$ cat config.mk
export PLATFORM = sky130hd
export DESIGN_NAME = cfg_bank_arbiter_flat
export DESIGN_NICKNAME = d
export VERILOG_FILES = /design/src/rtl/cfg_bank_arbiter_if.sv /design/src/rtl/cfg_bank_arbiter.sv /design/src/flat_wrapper.sv
export SDC_FILE = /design/constraint.sdc
export NUM_CORES = 1
export LEC_CHECK = 0
export CAP_MARGIN = 25
export CORE_MARGIN = 1.5
export CORE_UTILIZATION = 35
export DETAILED_ROUTE_END_ITERATION = 16
export PLACE_DENSITY = 0.77
export SLEW_MARGIN = 40
export SYNTH_ARGS = -nofsm -noshare
export SYNTH_HDL_FRONTEND = slang
export SYNTH_SLANG_ARGS = --single-unit
$ cat constraint.sdc
create_clock -name clk -period 1.35 [get_ports clk]
set_input_delay 0.27 -clock clk [delete_from_list [all_inputs] [get_ports clk]]
set_output_delay 0.27 -clock clk [all_outputs]
set_load 0.02 [all_outputs]
$ cat src/rtl/cfg_bank_arbiter_if.sv
// Requester-side bus of cfg_bank_arbiter: per-requester req/we/addr/wdata in,
// one-hot ack/err pulses and shared read-back data out.
interface cfg_bank_arbiter_if #(
  parameter int unsigned NUM_REQ = 2,
  parameter int unsigned ADDR_W  = 3,
  parameter int unsigned DATA_W  = 16
);
  logic [NUM_REQ-1:0]        req;
  logic [NUM_REQ-1:0]        we;
  logic [NUM_REQ*ADDR_W-1:0] addr;
  logic [NUM_REQ*DATA_W-1:0] wdata;
  logic [NUM_REQ-1:0]        ack;
  logic [NUM_REQ-1:0]        err;
  logic [DATA_W-1:0]         rdata;

  modport master (output req, we, addr, wdata, input  ack, err, rdata);
  modport slave  (input  req, we, addr, wdata, output ack, err, rdata);
endinterface

$ cat src/rtl/cfg_bank_arbiter.sv
// Round-robin arbiter sharing the 8x16 config register bank between NUM_REQ requesters.
// Optional write protection of addr >= PROT_BASE for requesters 1.. via CFG_BANK_ARB_WRPROT_EN.
module cfg_bank_arbiter #(
  parameter int unsigned NUM_REQ   = 2,
  parameter int unsigned ADDR_W    = 3,
  parameter int unsigned DATA_W    = 16,
  parameter int unsigned PROT_BASE = 6
) (
  input  logic              clk,
  input  logic              reset,
  cfg_bank_arbiter_if.slave req_if,
  output logic              busy,
  output logic              bank_write,
  output logic [ADDR_W-1:0] bank_addr,
  output logic [DATA_W-1:0] bank_data_in,
  input  logic [DATA_W-1:0] bank_data_out
);

  localparam int unsigned IDX_W = (NUM_REQ > 2) ? 2 : 1;

  if (NUM_REQ < 2 || NUM_REQ > 4) begin : g_bad_num_req
    $error("cfg_bank_arbiter: NUM_REQ must be 2..4");
  end
  if (PROT_BASE >= (1 << ADDR_W)) begin : g_bad_prot_base
    $error("cfg_bank_arbiter: PROT_BASE outside the bank");
  end

  typedef enum logic [1:0] {IDLE, GRANT, DONE} state_t;

  state_t             state;
  logic [IDX_W-1:0]   rr_ptr;
  logic [IDX_W-1:0]   owner;
  logic [IDX_W-1:0]   next_ptr;
  logic [NUM_REQ-1:0] ack_q;
  logic [DATA_W-1:0]  rdata_q;

  logic               sel_valid;
  logic [IDX_W-1:0]   sel_idx;
  logic [IDX_W-1:0]   cand;
  logic               sel_we;
  logic [ADDR_W-1:0]  sel_addr;
  logic [DATA_W-1:0]  sel_wdata;

  // Offsets are scanned from farthest to nearest so the nearest set bit from rr_ptr wins.
  always_comb begin
    sel_valid = 1'b0;
    sel_idx   = '0;
    cand      = '0;
    sel_we    = 1'b0;
    sel_addr  = '0;
    sel_wdata = '0;
    for (int unsigned i = 0; i < NUM_REQ; i++) begin
      cand = IDX_W'((32'(rr_ptr) + NUM_REQ - 1 - i) % NUM_REQ);
      if (req_if.req[cand]) begin
        sel_valid = 1'b1;
        sel_idx   = cand;
      end
    end
    for (int unsigned i = 0; i < NUM_REQ; i++) begin
      if (sel_idx == IDX_W'(i)) begin
        sel_we    = req_if.we[i];
        sel_addr  = req_if.addr[i*ADDR_W +: ADDR_W];
        sel_wdata = req_if.wdata[i*DATA_W +: DATA_W];
      end
    end
  end

  assign next_ptr = (owner == IDX_W'(NUM_REQ - 1)) ? '0 : owner + 1'b1;

`ifdef CFG_BANK_ARB_WRPROT_EN
  logic               sel_blocked;
  logic               blocked_q;
  logic [NUM_REQ-1:0] err_q;

  assign sel_blocked = sel_we && (sel_idx != '0) && (32'(sel_addr) >= PROT_BASE);
  assign req_if.err  = err_q;
`else
  assign req_if.err  = '0;
`endif

  always_ff @(posedge clk or negedge reset) begin
    if (!reset) begin
      state        <= IDLE;
      rr_ptr       <= '0;
      owner        <= '0;
      ack_q        <= '0;
      rdata_q      <= '0;
      busy         <= 1'b0;
      bank_write   <= 1'b0;
      bank_addr    <= '0;
      bank_data_in <= '0;
`ifdef CFG_BANK_ARB_WRPROT_EN
      blocked_q    <= 1'b0;
      err_q        <= '0;
`endif
    end else begin
      ack_q <= '0;
`ifdef CFG_BANK_ARB_WRPROT_EN
      err_q <= '0;
`endif
      case (state)
        IDLE: begin
          if (sel_valid) begin
            owner        <= sel_idx;
            bank_addr    <= sel_addr;
            bank_data_in <= sel_wdata;
`ifdef CFG_BANK_ARB_WRPROT_EN
            bank_write   <= sel_we && !sel_blocked;
            blocked_q    <= sel_blocked;
`else
            bank_write   <= sel_we;
`endif
            busy         <= 1'b1;
            state        <= GRANT;
          end
        end
        GRANT: begin
          bank_write <= 1'b0;
          state      <= DONE;
        end
        DONE: begin
          // Bank read port is registered, so its output already shows the post-write value here.
          rdata_q      <= bank_data_out;
          ack_q[owner] <= 1'b1;
`ifdef CFG_BANK_ARB_WRPROT_EN
          err_q[owner] <= blocked_q;
`endif
          rr_ptr       <= next_ptr;
          busy         <= 1'b0;
          state        <= IDLE;
        end
        default: state <= IDLE;
      endcase
    end
  end

  assign req_if.ack   = ack_q;
  assign req_if.rdata = rdata_q;

endmodule

$ cat src/flat_wrapper.sv
// flat-port wrapper written by rule: the top's interface ports become plain ports
module cfg_bank_arbiter_flat 
#(
  parameter int unsigned NUM_REQ   = 2,
  parameter int unsigned ADDR_W    = 3,
  parameter int unsigned DATA_W    = 16,
  parameter int unsigned PROT_BASE = 6
)
  (clk, reset, busy, bank_write, bank_addr, bank_data_in, bank_data_out, req_if_req, req_if_we, req_if_addr, req_if_wdata, req_if_ack, req_if_err, req_if_rdata);
  cfg_bank_arbiter_if #(.NUM_REQ(NUM_REQ), .ADDR_W(ADDR_W), .DATA_W(DATA_W)) req_if_i ();
  input  logic clk;
  input  logic reset;
  output logic busy;
  output logic bank_write;
  output logic [ADDR_W-1:0] bank_addr;
  output logic [DATA_W-1:0] bank_data_in;
  input  logic [DATA_W-1:0] bank_data_out;
  input wire logic [$bits(req_if_i.req)-1:0] req_if_req;
  input wire logic [$bits(req_if_i.we)-1:0] req_if_we;
  input wire logic [$bits(req_if_i.addr)-1:0] req_if_addr;
  input wire logic [$bits(req_if_i.wdata)-1:0] req_if_wdata;
  output wire logic [$bits(req_if_i.ack)-1:0] req_if_ack;
  output wire logic [$bits(req_if_i.err)-1:0] req_if_err;
  output wire logic [$bits(req_if_i.rdata)-1:0] req_if_rdata;
  assign req_if_i.req = req_if_req;
  assign req_if_i.we = req_if_we;
  assign req_if_i.addr = req_if_addr;
  assign req_if_i.wdata = req_if_wdata;
  assign req_if_ack = req_if_i.ack;
  assign req_if_err = req_if_i.err;
  assign req_if_rdata = req_if_i.rdata;
  cfg_bank_arbiter #(.NUM_REQ(NUM_REQ), .ADDR_W(ADDR_W), .DATA_W(DATA_W), .PROT_BASE(PROT_BASE)) u_core (.clk(clk), .reset(reset), .req_if(req_if_i), .busy(busy), .bank_write(bank_write), .bank_addr(bank_addr), .bank_data_in(bank_data_in), .bank_data_out(bank_data_out));
endmodule
# Word level (Yosys, flattened, before mapping)
# Index checks and enable logic that the tools add are counted.
[totals] regBits=43 output_inout_bits=41 elab_cells=48
[op_classes] add_sub_neg=4 order_cmp=4 n_eq_ne=3 n_mux=21 n_reduce_logical=7
[op_table] op="$mux 16" count=1
[op_table] op="$mux 1" count=13
[op_table] op="$lt 1x2->1 const B" count=3
[op_table] op="$reduce_and 2->1" count=3
[op_table] op="$mux 2" count=2
[op_table] op="$pmux 1 s2" count=2
[op_table] op="$pmux 2 s2" count=1
[op_table] op="$reduce_bool 2->1" count=2
[op_table] op="$mux 3" count=1
[op_table] op="$add 1x1->1 const B" count=2
[op_table] op="$eq 2x1->1 const B" count=1
[op_table] op="$eq 2x2->1 const B" count=1
[op_table] op="$logic_not 2->1" count=1
[op_table] op="$ne 2x1->1 const B" count=1
[op_table] op="$sub 1x1->1 const B" count=2
[op_table] op="$demux 1 s1" count=1
[op_table] op="$ge 1x1->1 const B" count=1
[op_table] op="$logic_and 1x1->1" count=1

# Logic depth before layout (Yosys ltp)
# Gate-level depths: netlist of run 1.
[depth] ltp_word=9 ltp_mapped=5 depth_no_buf=4

# Worst setup path after synthesis of run 1
# No wires, ideal clock.
[synth_path] kind="register to register" startpoint="register u_core.state[0]" endpoint="register u_core.rdata_q[0] (netlist: u_core.req_if.rdata[0])" setup_time_ns=0.128 arrival_time_ns=1.024 required_time_ns=1.222 slack_ns=0.199 path_stages_with_launch=4 synth_period_minus_slack_ns=1.151 path_cell_list="dfrtp_1 > nor2b_1 > buf_2 > mux2_1"
[synth_between] elab_chain_len=1
[synth_lines] element="from (decl)" line="cfg_bank_arbiter.sv:30" rtl="state_t state;"
[synth_lines] element="from (signal assigned)" line="cfg_bank_arbiter.sv:83" rtl="state <= IDLE;"
[synth_lines] element="from (signal assigned)" line="cfg_bank_arbiter.sv:114" rtl="state <= GRANT;"
[synth_lines] element="from (signal assigned)" line="cfg_bank_arbiter.sv:119" rtl="state <= DONE;"
[synth_lines] element="$eq 2x2->1" line="cfg_bank_arbiter.sv:101" rtl="case (state)"
[synth_lines] element="to (signal assigned)" line="cfg_bank_arbiter.sv:123" rtl="rdata_q <= bank_data_out;"
[synth_lines] element="to (decl)" line="cfg_bank_arbiter.sv:35" rtl="logic [DATA_W-1:0] rdata_q;"
# Every way passes these cells.
# A chain may end at the register's enable or synchronous reset.

# Worst setup path after layout of run 1
[layout_path] startpoint="register u_core.bank_write" endpoint="output port bank_write"
[layout_lines] element="from (decl)" line="cfg_bank_arbiter.sv:13" rtl="output logic bank_write,"
[layout_lines] element="from (signal assigned)" line="cfg_bank_arbiter.sv:111" rtl="bank_write <= sel_we;"
[layout_lines] element="to (decl)" line="flat_wrapper.sv:14" rtl="output logic bank_write;"
# No word-level cell between the ends.

==> results.cfg, run 1 <==
[synth]
ys_seq_area_frac = 0.568
synth_area_um2 = 1890
synth_top_area_cell = dfrtp_1
post-synth-top-count-cell = dfrtp_1
ys_top_cells_by_area = dfrtp_1, mux2_1, a31oi_1, a21oi_1, nand3_1
ys_types = 24
ys_async_sr_fraction = 1.00
yosysWarnings = 0
ys_seq_elements = 43
syn_area_per_cell_um2 = 10.9
synthCells = 174
netlist.area_leader.share = 0.568
synthTopCellsByCount = dfrtp_1, a21oi_1, nand3_1, o21ai_0, a31oi_1
synth-edff-count = 0
synthFlopType = dfrtp_1

[timing]
finalMaxSlewViolations = 0
setup-violations-final = 0
fmax_ghz = 0.773
period_share = 0.958
period_needed_ps = 1290
clock_skew_ps = 4.50
hold_viol_final = 0
rsz0062_at_grt = no
layout_setup_ws_ps = 57.0

[pwr]
power_leakage_nw = 1.31
ir_drop_mv = 0.955
seqPwrFrac = 0.348
power_density_nw_per_um2 = 2090
internal_power_w = 0.00391
combPwrFrac = 0.516
pwr-share-clk = 0.136
p_sw_frac = 0.398
power_switching_w = 0.00259

[grt]
antenna_found_initial = 0
overflow = 0
track_usage = 0.175
first_global_vias = 1738
grt_pass1_wl_um = 8090
grt_max_degree = 30

[critical_path]
crit_path_top_delay_cell = dfrtp_1
crit_fanout = 2
cp-end-kind = primary output
critPathTopFamily = flip-flops
path_class = register to primary output
cp_cell_sequence = dlygate4sd2_1
cp_num_buf_inv = 1
startpoint_type = register
critPathArrivalTime_ps = 1020
max_stage_delay_ps = 390
crit_required_ps = 1080

[floorplanning]
ios = 101
start_util = 0.366
die_area_um2 = 5860
core-area_um2 = 5170
num_rows = 26
die_h_um = 76.6
die_w_um = 76.6

[drt]
via_per_inst = 4.96
drc = 0
vias = 1740
first_pass_iters = 4
wl_per_cell_um = 14.4
ant_nets = 0
finalWirelength_um = 5040
drt_iter0_drc = 79

[final_layout]
multi_input_area_um2 = 708
drive_above_1_share = 0.132
area_growth_pct = 63.9
nets = 340
final_core_util = 0.600
seq_area_um2 = 1080
nFillCells = 446
antenna_cells = 0

[status]
status = finished, final reports clean

[place]
port_buffers = 98
dp_hpwl_um = 3740
gp_congestion = 0.772
pre_cts_slack_ps = -274

[clock_tree]
cts_tree = built
cts-root-buf = clkbuf_8
path_clk_slew_ps = 80
cts_buffers = 5
cts.path.max_buffers = 2
cts_sinks = 43
cts_max_level = 2
cts_setup_buffers = 0
clkLatencyLatePin_ps = 290

[flow_run]
max-cap-violations = 0

[worst_hold_path]
holdCritPathClass = input pin to async pin
==> final timing paths <==
check	depth (start not counted)	from	slack, ps	to
min	2	reset	420	u_core.req_if.rdata[3]
max reg2reg	4	u_core.rr_ptr	100	u_core.bank_data_in[6]
min in group clk	1	u_core.owner	460	u_core.req_if.ack[0]
max in group asynchronous	3	reset	470	u_core.bank_data_in[14]
min reg2reg	1	u_core.owner	460	u_core.req_if.ack[0]
max	1	u_core.bank_write	60	bank_write
==> metrics by stage <==
step	hold WS, ps	TNS (ps)	cell area (um2)	total power (W)	instances
final	423	0	3100	0.00649	351
after global routing	430	0	3100	0.00695	351
after CTS	433	0	3080	0.00654	349
after detailed placement	203	-5240	3020	0.00608	340
after global placement	196	-4730	3020	0.00598	340
after floorplan	-25.6	0	1900	0.00424	175
==> flip-flops by register name (all words and copies together), names as in the netlist <==
signal	flops
u_core.rr_ptr	1
u_core.bank_addr	3
u_core.req_if.ack	2
u_core.busy	1
u_core.bank_data_in	16
u_core.owner	1
u_core.state	2
u_core.bank_write	1
u_core.req_if.rdata	16
==> kinds of logic (layout without fill, tap and decap cells) <==
kind of cell    Yosys count  in the layout  share of synthesized area
compound gates           62             62                      0.184
flops                    43             43                      0.568
simple gates             31             31                     0.0879
buf+inv                  21            127                     0.0627
mux                      16             16                     0.0951
other cells               1              2                    0.00198
==> power groups by stage <==
stage	clock network (W)	logic, W	registers (W)
final	0.000881	0.00335	0.00226
after CTS	0.000908	0.00337	0.00227
after global routing	0.000985	0.00361	0.00235
after detailed placement	0	0.00377	0.00231
after global placement	0	0.00370	0.00228
after floorplan	0	0.00126	0.00298
==> layout by cell type, fill, tap and decap left out, drive strengths merged, types with 2 or more instances in the layout <==
master,instances
buf,16
a21oi,20
mux2,16
clkbuf,8
o21ai,21
dfrtp,43
nor2b,4
dlygate4sd2,39
nor2,3
inv,2
a31oi,19
nand3,20
clkinvlp,3
conb,2
clkdlybuf4s50,57
==> metal layers <==
layer  global-route usage  vias up  wire length, um
met5                    0        -                0
met1                0.209      815             2060
met3               0.0467        4              292
met2                0.296       79             2630
li1                     -      842                -
met4               0.0778        0               61
==> area by class of cell <==
class,instances,share of cell area
timing repair buffer,114,0.355
sequential,43,0.347
multi-input combinational,111,0.228
clock buffer,8,0.0322
tap,70,0.0282
inverter,3,0.00564
timing repair inverter,2,0.00403
==> repair_timing <==
item / CTS / global route
hold buffers: 1 / 0
cloned: 0 / 2
pin swaps: 0 / 0
setup endpoints to repair: 39 / 20
gates resized for setup: 39 / 6
endpoints found under the hold margin: 14 / 0
(Power assumes the default switching activity.)
==> inputs of run 2 (changes only) <==
--- a/config.mk
+++ b/config.mk
@@ -9,7 +9,9 @@
 export CORE_MARGIN = 1.5
 export CORE_UTILIZATION = 35
 export DETAILED_ROUTE_END_ITERATION = 16
-export PLACE_DENSITY = 0.77
+export MAX_ROUTING_LAYER = met4
+export PLACE_DENSITY = 0.72
+export SKIP_CTS_REPAIR_TIMING = 1
 export SLEW_MARGIN = 40
 export SYNTH_ARGS = -nofsm -noshare
 export SYNTH_HDL_FRONTEND = slang
==> results.cfg, run 2 (same netlist as run 1, synthesis figures left out) <==
[timing]
fmax_ghz = 0.796
finalMaxSlewViolations = 0
hold_viol_final = 0
layout_setup_ws_ps = 94.4
rsz0062_at_grt = no
clock_skew_ps = 4.93
hold_ws_ps = 402
period_needed_ps = 1260
setup-violations-final = 0
period_share = 0.930

[grt]
grt_max_degree = 32
grt_pass1_wl_um = 8450
first_global_vias = 1810
overflow = 0
antenna_found_initial = 0
track_usage = 0.186

[floorplanning]
die_w_um = 76.6
num_rows = 26
ios = 101
start_util = 0.366
core-area_um2 = 5170
die_h_um = 76.6
die_area_um2 = 5860

[final_layout]
multi_input_area_um2 = 716
mostFrequentLayoutCells = clkdlybuf4s50_1, dfrtp_1, dlymetal6s2s_1
stdcell_area_um2 = 3270
final_common_cell = clkdlybuf4s50_1
area_growth_pct = 72.6
fin_cells = 352
antenna_cells = 0
nets = 341
drive_above_1_share = 0.135
nFillCells = 402
seq_area_um2 = 1080

[pwr]
power_density_nw_per_um2 = 2140
power_leakage_nw = 1.63
ir_drop_mv = 1.05
seqPwrFrac = 0.323
internal_power_w = 0.00442
pwr-share-clk = 0.165
combPwrFrac = 0.512
p_total_w = 0.00700
power_switching_w = 0.00259
p_sw_frac = 0.369

[place]
port_buffers = 98
placed_cell_area_um2 = 3020
pre_cts_slack_ps = -305
gp_congestion = 0.756
dp_hpwl_um = 3680
dp.cells = 343

[drt]
ant_nets = 0
drt_iter0_drc = 82
drc = 0
vias = 1760
first_pass_iters = 4
wl_per_cell_um = 14.5
finalWirelength_um = 5090
via_per_inst = 5.00

[status]
status = finished, final reports clean

[critical_path]
reg2reg_from = u_core.state[1]
cp-startpoint = req_if_req[0]
crit_fanout = 9
path_class = input pin to register
startpoint_type = input pin
reg2reg_to = u_core.req_if.rdata[10]
rrSetupSlack_ps = 140
crit_required_ps = 1520
cp-end-kind = register
critical_path.endpoint = u_core.bank_addr[1]
critPathArrivalTime_ps = 1430
r2r.worst_path.cells = 3

[worst_hold_path]
holdCritPathClass = input pin to async pin

[clock_tree]
cts_max_level = 2
cts.path.max_buffers = 2
cts_sinks = 43
path_clk_slew_ps = 80
clkLatencyLatePin_ps = 290
cts_tree = built
cts_buffers = 5
cts-root-buf = clkbuf_8

[flow_run]
max-cap-violations = 0
==> run 2: stage by stage <==
step,util,setup TNS [ps]
final,0.632,0
after global routing,0.632,0
after detailed placement,0.583,-5470
after floorplan,-,0
after global placement,0.583,-5100
after CTS,0.609,-7310
==> run 2: metal layers <==
metal,vias to the layer above,routed length [um],part of all wire,track usage
met3,4,276,0.054,0.0419
met5,-,0,0,-
met1,840,2140,0.42,0.217
met4,0,61,0.012,0.0815
li1,844,-,-,-
met2,72,2610,0.51,0.307
==> run 2: cell type report <==
cell class,instances,share of cell area
Tap cell,70,0.0268
Clock buffer,6,0.0222
Sequential cell,43,0.329
Clock inverter,2,0.0184
Inverter,3,0.00421
Timing Repair Buffer,117,0.380
Multi-Input combinational cell,111,0.219
==> run 2: worst min path at each step <==
stage           from                endpoint  slack (ps)
4_1_cts        reset  u_core.req_if.rdata[0]        -140
6_report       reset  u_core.req_if.rdata[3]         400
5_1_grt        reset  u_core.req_if.rdata[3]         420
3_3_place_gp   reset  u_core.req_if.rdata[0]         180
2_1_floorplan  reset     u_core.bank_addr[0]         -30
3_5_place_dp   reset  u_core.req_if.rdata[3]         190
==> run 2: power by group through the flow <==
stage | sequential (W) | combinational, W | clock, W
2_1_floorplan | 0.00298 | 0.00126 | 0
4_1_cts | 0.00228 | 0.00370 | 0.00120
6_report | 0.00226 | 0.00358 | 0.00116
3_5_place_dp | 0.00230 | 0.00369 | 0
3_3_place_gp | 0.00228 | 0.00364 | 0
5_1_grt | 0.00237 | 0.00386 | 0.00125
==> run 2: worst max-delay path, stage by stage <==
cell             delay [ps]
clkdlybuf4s50_1         460
or2_4                   290
buf_4                   170
a21oi_1                 180
a31oi_1                  60
==> RTL change 1 (flow settings as in run 1) <==
Re-encode `state_t` (3 states) as one-hot, 3 bits wide.
--- a/src/rtl/cfg_bank_arbiter.sv
+++ b/src/rtl/cfg_bank_arbiter.sv
@@ -27,3 +27,3 @@
 
-  typedef enum logic [1:0] {IDLE, GRANT, DONE} state_t;
+  typedef enum logic [2:0] {IDLE = 3'b001, GRANT = 3'b010, DONE = 3'b100} state_t;
 
Function: same outputs for any inputs over 10 cycles, from zero or initial values and one cycle with reset low; not proved beyond that.
==> RTL change 1 against run 1 <==
The run now ends with setup timing left; register-to-register slack got worse by 0.12 ns; synthesized cell count shrank 11%; sequential cell count increased by 1; total power is 1.7% lower; cell area fell by 0.69%; worst setup slack got worse by 0.075 ns; clock power is 6.5% lower; area after synthesis fell by 4.3%; routed wire length fell by 1.9%; largest cell class is now flip-flops and latches.
==> RTL change 1: results (changes against run 1) <==
stage;metric;value;unit;change
synth;muxShareOfSynthArea;9.94;%;+0.43 points
drt;totalWireLength;4.94;mm;-1.9%
timing;skew;0.00812;ns;+0.00362 ns
timing;hold_ws;0.433;ns;+0.00958 ns
synth;synth_cell_types;23;;-4.2%
placed_design;gp_congestion;0.728;;-5.7%
drt;dr_wl_met2;2.48;mm;-5.6%
worst_setup_path;r2r_cells;5;;+1
worst_setup_path;slowest_stage;dfstp_2;;
placed_design;dp_hpwl;3.53;mm;-5.7%
power_and_ir_drop;leakage;0.00137;µW;+4.1%
drt;wl_per_cell;14.5;µm;+0.93%
final_layout;nets;330;;-2.9%
grt;use_met1;20.8;%;-0.14 points
drt;vias;1631;;-6.3%
worst_setup_path;path_max_fanout;6;;+4
power_and_ir_drop;irDropWorstVdd;1060;µV;+11%
synth;synth_seq_area_share;60.8;%;+4.0 points
synth;ys_top_cells_by_area;dfrtp_1 59%, mux2_1 9.9%, o22ai_1 6.6%, a21oi_1 5.8%, nor2_1 5.2%;;
synth;synth_area_per_cell;11.7;µm²;+7.4%
grt;met2_usage;28.5;%;-1.1 points
timing;fin_setup_tns;-0.0422;ns;-0.0422 ns
worst_setup_path;worst_path_largest_cell_delay;0.56;ns;+0.17 ns
grt;grt_pass1_vias;1534;;-12%
worst_setup_path;cp.arrival;1.58;ns;+0.56 ns
grt;met3_usage;4.02;%;-0.65 points
worst_hold_path;min_path_cells;3;;
drt;drtIter0Drc;58;;-27%
drt;wl_met3;308;µm;+5.5%
worst_setup_path;r2r_start;u_core.state[0]$_DFFE_PN1P_;;
timing;setup_viol;7;;+7
placed_design;place_ws;-0.358;ns;-0.0833 ns
run_status;violations;setup timing;;
placed_design;placed_area;2920;µm²;-3.4%
final_layout;drive_gt1_share;14.8;%;+1.6 points
synth;synth_compound_area_share;15.3;%;-3.1 points
timing;setup_ws;-0.0181;ns;-0.0751 ns
drt;met1_length;2.12;mm;+2.9%
synth;synth_common_cells;43 x dfrtp_1, 25 x nor2_1, 21 x a21oi_1;;
grt;grt_pass1_wl;7.00;mm;-13%
worst_hold_path;hold_end;u_core.owner$_DFFE_PN0P_;;
worst_hold_path;worstHoldPathType;in2reg;;
worst_setup_path;r2r_slack;-0.02;ns;-0.12 ns
power_and_ir_drop;switching_share;39.3;%;-0.55 points
grt;grt_usage;16.5;%;-1.1 points
run_status;status;finished with violations;;
worst_setup_path;cp-endpoint;u_core.bank_data_in[15]$_DFFE_PN0P_;;
grt;grt_start_max_net_pins;24;;-20%
[RTL change 1: final cells by class]
type	count	area, µm²
Fill cell	439	1960
Sequential cell	44	1100
Timing Repair Buffer	116	1100
Multi-Input combinational cell	99	687
Clock buffer	8	90.1
Tap cell	70	87.6
Inverter	4	15.0
[RTL change 1: timing repair]
item	in CTS	in global routing
hold buffers	1	0
resized for setup	41	16
hold endpoints to repair	43	0
pin swaps	0	1
setup endpoints to repair	73	38
setup buffers	0	2
cloned	0	4
[RTL change 1: power groups by stage]
stage               clock (µW)  combinational (µW)  sequential [µW]
global placement             0                3220             2270
detailed placement           0                3290             2300
CTS                        852                2930             2260
floorplan                    0                1040             2930
global route               913                3530             2350
finish                     824                3300             2260
[RTL change 1: cell families after synthesis]
group	Yosys count
other cells	1
flops	44
simple gates	33
buf+inv	16
mux	16
compound gates	45
==> RTL change 2 (flow settings as in run 1) <==
Without the edit above. Build with the macro `CFG_BANK_ARB_WRPROT_EN` defined.
--- a/src/rtl/cfg_bank_arbiter.sv
+++ b/src/rtl/cfg_bank_arbiter.sv
@@ -2,2 +2,4 @@
 // Optional write protection of addr >= PROT_BASE for requesters 1.. via CFG_BANK_ARB_WRPROT_EN.
+`define CFG_BANK_ARB_WRPROT_EN
+
 module cfg_bank_arbiter #(
Formal check against the unedited RTL: not equivalent (Yosys sat finds a counterexample within 4 cycles, from zero or initial values and one cycle with reset low).
==> RTL change 2 against run 1 <==
Routed wire length down 13%; via count down 2.9%; synthesized cell count up 12%; total power down 1.8%; worst setup slack worse by 0.0066 ns; hold slack better by 0.053 ns; clock skew up 0.0042 ns; die area up 3.3%; non-clock buffer count down 2; cell area up 1.6%; area after synthesis up 3.4%; clock power up 11%; critical endpoint is now u_core.bank_data_in[7]$_DFFE_PN0P_; sequential cell count up 3; critical path depth up 4.
==> RTL change 2: results (changes against run 1) <==
stage;metric;value;unit;change
run_status;status;finished, final reports clean;;
grt;use_met1;17.2;%;-3.7 points
synth;muxShareOfSynthArea;9.71;%;+0.20 points
grt;grt_pass1_wl;7.24;mm;-10%
drt;wl_per_cell;11.7;µm;-19%
drt;wl_met3;388;µm;+33%
placed_design;dp_cells;367;;+7.9%
grt;met3_usage;5.18;%;+0.51 points
worst_setup_path;cp.arrival;1.48;ns;+0.46 ns
grt;grt_start_max_net_pins;47;;+57%
synth;ys_top_cells_by_area;dfrtp_1 59%, nand2_1 14%, mux2i_1 9.7%, o21ai_1 5.1%, buf_12 2.0%;;
clock_tree;cts-resized-gates;41;;+5.1%
placed_design;gp_congestion;0.757;;-1.9%
final_layout;drive_gt1_share;7.54;%;-5.6 points
synth;synth_compound_area_share;7.02;%;-11 points
grt;grt_antenna_before_repair;0;;unchanged
worst_hold_path;worstHoldPathType;reg2reg;;
worst_setup_path;critical_path_class;reg2reg;;
drt;dr_wl_met2;2.21;mm;-16%
placed_design;port_buffers;100;;+2.0%
clock_tree;root_buffer;clkbuf_8;;
synth;synthFlopType;dfrtp_1;;
grt;met2_usage;26.6;%;-3.0 points
drt;met1_length;1.76;mm;-15%
synth;synth_xor_area_share;0;%;unchanged
worst_hold_path;min_path_cells;2;;
grt;grt_pass1_vias;1607;;-7.5%
final_layout;diodes;0;;unchanged
worst_setup_path;timing.rr.end;u_core.bank_data_in[7]$_DFFE_PN0P_;;
worst_setup_path;r2r_slack;0.05;ns;-0.05 ns
worst_setup_path;path_max_fanout;17;;+15
drt;vias;1690;;-2.9%
synth;synth_top_family_by_area;simple AND/OR/NAND/NOR gates;;
synth;synth_area_per_cell;10.0;µm²;-7.7%
placed_design;place_ws;-0.236;ns;+0.0381 ns
drt;totalWireLength;4.40;mm;-13%
worst_setup_path;r2r_cells;5;;+1
synth;synth_common_cells;71 x nand2_1, 46 x dfrtp_1, 20 x o21ai_1;;
final_layout;nets;364;;+7.1%
final_layout;multi_input_area;718;µm²;+1.4%
synth;synth_cell_types;23;;-4.2%
grt;grt_usage;15.3;%;-2.3 points
worst_setup_path;worst_path_largest_cell_delay;0.41;ns;+0.02 ns
power_and_ir_drop;irDropWorstVdd;790;µV;-17%
power_and_ir_drop;leakage;0.00160;µW;+22%
grt;grt.busiest_layer;met2;;
final_layout;n_fill_cell;494;;+11%
synth;synth_seq_area_share;58.7;%;+1.9 points
synth;syn_nets;255;;
timing;skew;0.00870;ns;+0.00419 ns
placed_design;placed_area;3080;µm²;+1.9%
placed_design;dp_hpwl;3.29;mm;-12%
synth;synthAdderAreaFrac;0;%;unchanged
drt;drtIter0Drc;31;;-61%
RTL change 2: worst max path at each step:
stage,cells after the start,slack (ns),start,end
after detailed placement,5,-0.24,req_if_req[1],u_core.blocked_q$_DFFE_PN0P_
after global placement,6,-0.18,req_if_req[0],u_core.bank_data_in[11]$_DFFE_PN0P_
after floorplan,5,0.18,u_core.rr_ptr$_DFFE_PN0P_,u_core.bank_data_in[10]$_DFFE_PN0P_
after global routing,5,-0.003,u_core.rr_ptr$_DFFE_PN0P_,u_core.bank_data_in[0]$_DFFE_PN0P_
after CTS,5,0.03,u_core.rr_ptr$_DFFE_PN0P_,u_core.bank_data_in[7]$_DFFE_PN0P_
final,5,0.05,u_core.rr_ptr$_DFFE_PN0P_,u_core.bank_data_in[7]$_DFFE_PN0P_
RTL change 2: layout make-up:
cell class              instances  share of cell area (%)
repair buffers                112                    34.2
flip-flops and latches         46                    36.5
clock inverters                 3                    1.27
multi-input cells             137                    22.8
inverters                       2                   0.238
clock buffers                   5                    2.18
well taps                      72                    2.86
RTL change 2: logic make-up (layout without fill, tap and decap cells):
logic type / Yosys count / after routing
AND/OR/NAND/NOR: 92 / 92
flip-flops: 46 / 46
AO/OA/AOI/OAI: 26 / 26
multiplexers: 19 / 19
buffers and inverters: 12 / 122
RTL change 2: stage by stage:
step | TNS (ns) | total power [µW] | hold slack (ns)
floorplan | 0 | 4200 | -0.0256
global placement | -3.55 | 5790 | 0.265
detailed placement | -4.36 | 5870 | 0.270
CTS | 0 | 6460 | 0.481
global route | -0.00341 | 6910 | 0.490
finish | 0 | 6380 | 0.476
RTL change 2: power by group:
| part | switching, µW | internal, µW |
|---|---|---|
| sequential | 317 | 2010 |
| combinational | 1790 | 1280 |
| clock | 435 | 545 |
